**src/rtl/datapath_pkg.sv**
```systemverilog
// Shared datapath constants and types for the ELEC374 register slice.
// The register width and its clear value are taken from here by default.
package datapath_pkg;

  localparam int DATA_W = 32;

  typedef logic [DATA_W-1:0] word_t;

  localparam word_t REG_RESET_VALUE = 32'h0;

endpackage : datapath_pkg

```
**src/rtl/reg_bit_cell.sv**
```systemverilog
// One storage bit: a D flip-flop with an asynchronous active-low clear to RST_BIT
// and a 2:1 enable mux that recirculates q when en is low.
module reg_bit_cell #(
  parameter logic RST_BIT = 1'b0
) (
  input  logic clk,
  input  logic clr,
  input  logic en,
  input  logic d,
  output logic q
);

  // NOTE: sequential state is written only with non-blocking (<=) assignments so
  // every flop samples pre-edge values regardless of block evaluation order.
  always_ff @(posedge clk or negedge clr) begin
    if (!clr) begin
      q <= RST_BIT;
    end else if (en) begin
      q <= d;
    end
  end

endmodule : reg_bit_cell

```
**src/rtl/register_32.sv**
```systemverilog
// Loadable datapath register built from WIDTH bit cells with async active-low clear.
// Define REGISTER_32_ZERO_GATE_EN to add the BAout read-as-zero gate on q.
module register_32
  import datapath_pkg::*;
#(
  parameter int          WIDTH       = DATA_W,
  parameter logic [63:0] RESET_VALUE = 64'(REG_RESET_VALUE)
) (
  input  logic             clk,
  input  logic             clr,
  input  logic             R1in,
`ifdef REGISTER_32_ZERO_GATE_EN
  input  logic             BAout,
`endif
  input  logic [WIDTH-1:0] d,
  output logic [WIDTH-1:0] q
);

  logic [WIDTH-1:0] stored;

  for (genvar i = 0; i < WIDTH; i++) begin : g_bit
    reg_bit_cell #(
      .RST_BIT (RESET_VALUE[i])
    ) u_cell (
      .clk (clk),
      .clr (clr),
      .en  (R1in),
      .d   (d[i]),
      .q   (stored[i])
    );
  end

`ifdef REGISTER_32_ZERO_GATE_EN
  // The gate only masks the read path; the cells keep loading while BAout is high.
  assign q = BAout ? '0 : stored;
`else
  assign q = stored;
`endif

endmodule : register_32

```
**config.mk**
```make
export PLATFORM = sky130hd
export DESIGN_NAME = register_32
export DESIGN_NICKNAME = d
export VERILOG_FILES = /design/src/rtl/datapath_pkg.sv /design/src/rtl/reg_bit_cell.sv /design/src/rtl/register_32.sv
export SDC_FILE = /design/constraint.sdc
export NUM_CORES = 1
export LEC_CHECK = 0
export CORE_UTILIZATION = 38
export DETAILED_ROUTE_END_ITERATION = 16
export GPL_TIMING_DRIVEN = 1
export PLACE_DENSITY = 0.78
export SETUP_SLACK_MARGIN = 0.4
export SLEW_MARGIN = 20
export SYNTH_ARGS = -nofsm -noshare
export SYNTH_HDL_FRONTEND = slang
export SYNTH_HIERARCHICAL = 1
export SYNTH_SLANG_ARGS = --single-unit
```
**constraint.sdc**
```tcl
create_clock -name clk -period 1.8 [get_ports clk]
set_clock_uncertainty 0.1 [all_clocks]
set_input_delay 0.18 -clock clk [delete_from_list [all_inputs] [get_ports clk]]
set_output_delay 0.18 -clock clk [all_outputs]
set_load 0.01 [all_outputs]
```
# [Yosys cells after proc, flatten, opt, wreduce, memory -nomap -nowiden]
# Index checks and enable logic that the tools add are counted.
[totals] regBits=32 inputBits=35 output_inout_bits=32 word_cells=32

# [Logic depth before layout (Yosys ltp)]
[depth] word_depth=0 ltp_mapped=1 ltp_nobuf=1

# [Cells and area by module]
# Netlist, hierarchy kept.
[by_module_without_submodules] mod="reg_bit_cell" n_inst=32 cells_each=2 area_each_um2=40.0 seq_area_each_um2=25.0

# [Worst setup path after synthesis]
# No wires, ideal clock.
[synth_timing] path_type="register to register" startpoint="register g_bit[0].u_cell/q (netlist name)" endpoint="register g_bit[0].u_cell.q" setup_ns=0.125 arrival_ns=0.654 required_ns=1.575 path_slack_ns=0.921 path_stages_with_launch=2 path_buffers=0 synth_period_minus_slack_ns=0.879 path_cell_list="dfrtp_1 mux2_4"
[synth_lines] item="end signal: assignment" line="reg_bit_cell.sv:17" rtl="q <= RST_BIT;"
[synth_lines] item="end signal: assignment" line="reg_bit_cell.sv:19" rtl="q <= d;"
[synth_lines] item="end: declaration" line="reg_bit_cell.sv:10" rtl="output logic q"

# [Worst setup path in the final report]
[layout_timing] startpoint="register g_bit[12].u_cell.q" endpoint="output port q[12]"
[layout_lines] item="start: declaration" line="reg_bit_cell.sv:10"
[layout_lines] item="start signal: assignment" line="reg_bit_cell.sv:17"
[layout_lines] item="start signal: assignment" line="reg_bit_cell.sv:19"
[layout_lines] item="end: declaration" line="register_32.sv:16" rtl="output logic [WIDTH-1:0] q"
# No word-level cell between the ends.

==> results.toml <==
[timing]
fin_setup_tns_ps = 0
fmax_mhz = 769
fin_crit_ps = 1300
hold_viol = 0
rsz0062_at_grt = "no"
worst_pin_slew_ps = 397
max_slew_margin_pct = 73.6
timing.hold.ws_ps = 147
min_period_over_period_pct = 72.2
final-max-slew-violation-count = 0
setup_viol = 0
layout_setup_ws_ps = 500

[yosys]
yosysUniqueCellTypes = 2
ys_warn_count = 6
postSynthCellCount = 64
ys_dominant_reg_cell = "dfrtp_1"
synth_common_cells = "32 x dfrtp_1, 32 x mux2_4"
synth_top_area_share_pct = 62.5
ys_seq_area_share_pct = 62.5
synth-edff-count = 0
syn_area_per_cell_um2 = 20.0
synth_area_um2 = 1280
async_reset_ff_share_pct = 100
yosys_register_bits = 32
yosysTopAreaCell = "dfrtp_1"
synth_area_leaders = "dfrtp_1 63%, mux2_4 38%"
syn-num-nets = 99

[status]
status = "finished clean"

[drt]
drc = 0
ant_nets = 0
wl_um = 2790
avgViaCountPerCell = 4.54
drt_pass1_iterations = 2
first_iter_violations = 13
via_count = 839
wl_per_cell_um = 15.1

[floorplan]
start_util_pct = 41.0
row_count = 20
coreArea_um2 = 3130
fp.dieH_um = 60.1
die_area_um2 = 3610
fp.dieW_um = 60.1
io_pins = 67

[setup_path]
crit_type = "reg2out"
cpPeakStageDelay_ps = 390
cp_top_family = "flip-flops"
cp.required_ps = 1520
path_depth = 1
endpoint = "q[12]"
critPathArrivalTime_ps = 1020
rrSetupSlack_ps = 910
cp_slowest_cell = "dfrtp_1"
reg2reg_from = "g_bit[20].u_cell/q$_DFFE_PN0P_"
crit_path_end_kind = "primary output"
cp_cell_sequence = "dlygate4sd2_1"
worstPathMaxFanout = 2
reg2reg_depth = 1
cp_num_buf_inv = 1
regToRegEndpoint = "g_bit[20].u_cell/q$_DFFE_PN0P_"
critPathLaunchType = "register"
crit_start = "g_bit[12].u_cell/q$_DFFE_PN0P_"

[cts]
cts_hold_buffers = 0
clk_pin_slew_ps = 90
cts_htree_levels = 2
post-cts-setup-buffers = 0
numCtsBuffers = 5
cts_resized = 32
cts_tree = "done"
clk_latency_ps = 320
cts_sinks = 32
root_buffer = "clkbuf_4"
cts_buffer_depth = 2

[place]
port_buffers = 66
post_dp_cell_area_um2 = 2040
dp_slack_ps = 510
place_congestion = 0.785
dp.final_hpwl_um = 2050

[cells_and_area]
antenna_cells = 0
nets = 175
reg.largest.list = "g_bit.u_cell/q x32"
design_area_um2 = 2060
utilization_pct = 65.8
top_register = "g_bit.u_cell/q"
largest_reg_flops = 32
drive_above_1_share_pct = 29.8
area_delta_synth_final_pct = 60.6
nFillCells = 231

[global_route]
grt_antenna_before_repair = 0
gr-total-overflow = 0
grt_max_degree = 33
grt_pass1_wl_um = 4280
track_usage_pct = 17.6
grt_pass1_vias = 903

[pwr]
powerDensity_nw_per_um2 = 786
power_leakage_nw = 0.996
ir_drop_uv = 377

[job]
drv_cap = 0

[hold_path]
min_path_type = "in2async"
## metrics by stage
| step | cells | power (mW) |
|---|---|---|
| 2_1_floorplan | 64 | 0.995 |
| 3_3_place_gp | 177 | 1.27 |
| 3_5_place_dp | 177 | 1.28 |
| 4_1_cts | 185 | 1.65 |
| 5_1_grt | 185 | 1.72 |
| 6_report | 185 | 1.62 |
## power breakdown
part / switching (mW) / internal [mW]
clock: 0.219 / 0.193
sequential: 0.0389 / 0.790
combinational: 0.131 / 0.246
## layout make-up
| type | instances | area [um^2] | share of cell area [%] |
|---|---|---|---|
| Sequential cell | 32 | 801 | 38.9 |
| Multi-Input combinational cell | 32 | 480 | 23.3 |
| Timing Repair Buffer | 69 | 663 | 32.2 |
| Clock buffer | 8 | 58.8 | 2.86 |
| Tap cell | 44 | 55.1 | 2.67 |
## cell families after synthesis
family        after synthesis  synth area share, %
multiplexers               32                 37.5
flip-flops                 32                 62.5
## cells in the final DEF, fill, tap and decap left out
cell | synthesis | layout
buf_12 | 0 | 2
buf_2 | 0 | 1
buf_4 | 0 | 1
clkbuf_1 | 0 | 2
clkbuf_4 | 0 | 5
clkbuf_8 | 0 | 1
clkdlybuf4s50_1 | 0 | 33
dfrtp_1 | 32 | 32
dlygate4sd2_1 | 0 | 32
mux2_4 | 32 | 32
## per-layer routing
metal | up-vias | GRT usage [%] | routed length [um]
li1 | 382 | - | -
met1 | 404 | 20.5 | 1160
met2 | 47 | 26.7 | 1350
met3 | 6 | 6.93 | 197
met4 | 0 | 11.6 | 78
met5 | - | 0 | 0
## how the worst min path moves through the flow
stage	from	to	slack, ps	depth (start not counted)
global route	clr	g_bit[6].u_cell/q$_DFFE_PN0P_	160	2
global placement	g_bit[20].u_cell/q$_DFFE_PN0P_	g_bit[20].u_cell/q$_DFFE_PN0P_	400	1
floorplan	clr	g_bit[0].u_cell/q$_DFFE_PN0P_	-220	0
CTS	clr	g_bit[11].u_cell/q$_DFFE_PN0P_	140	2
finish	clr	g_bit[1].u_cell/q$_DFFE_PN0P_	150	2
detailed placement	g_bit[2].u_cell/q$_DFFE_PN0P_	g_bit[2].u_cell/q$_DFFE_PN0P_	390	1
Power figures use the tool's default switching activity.
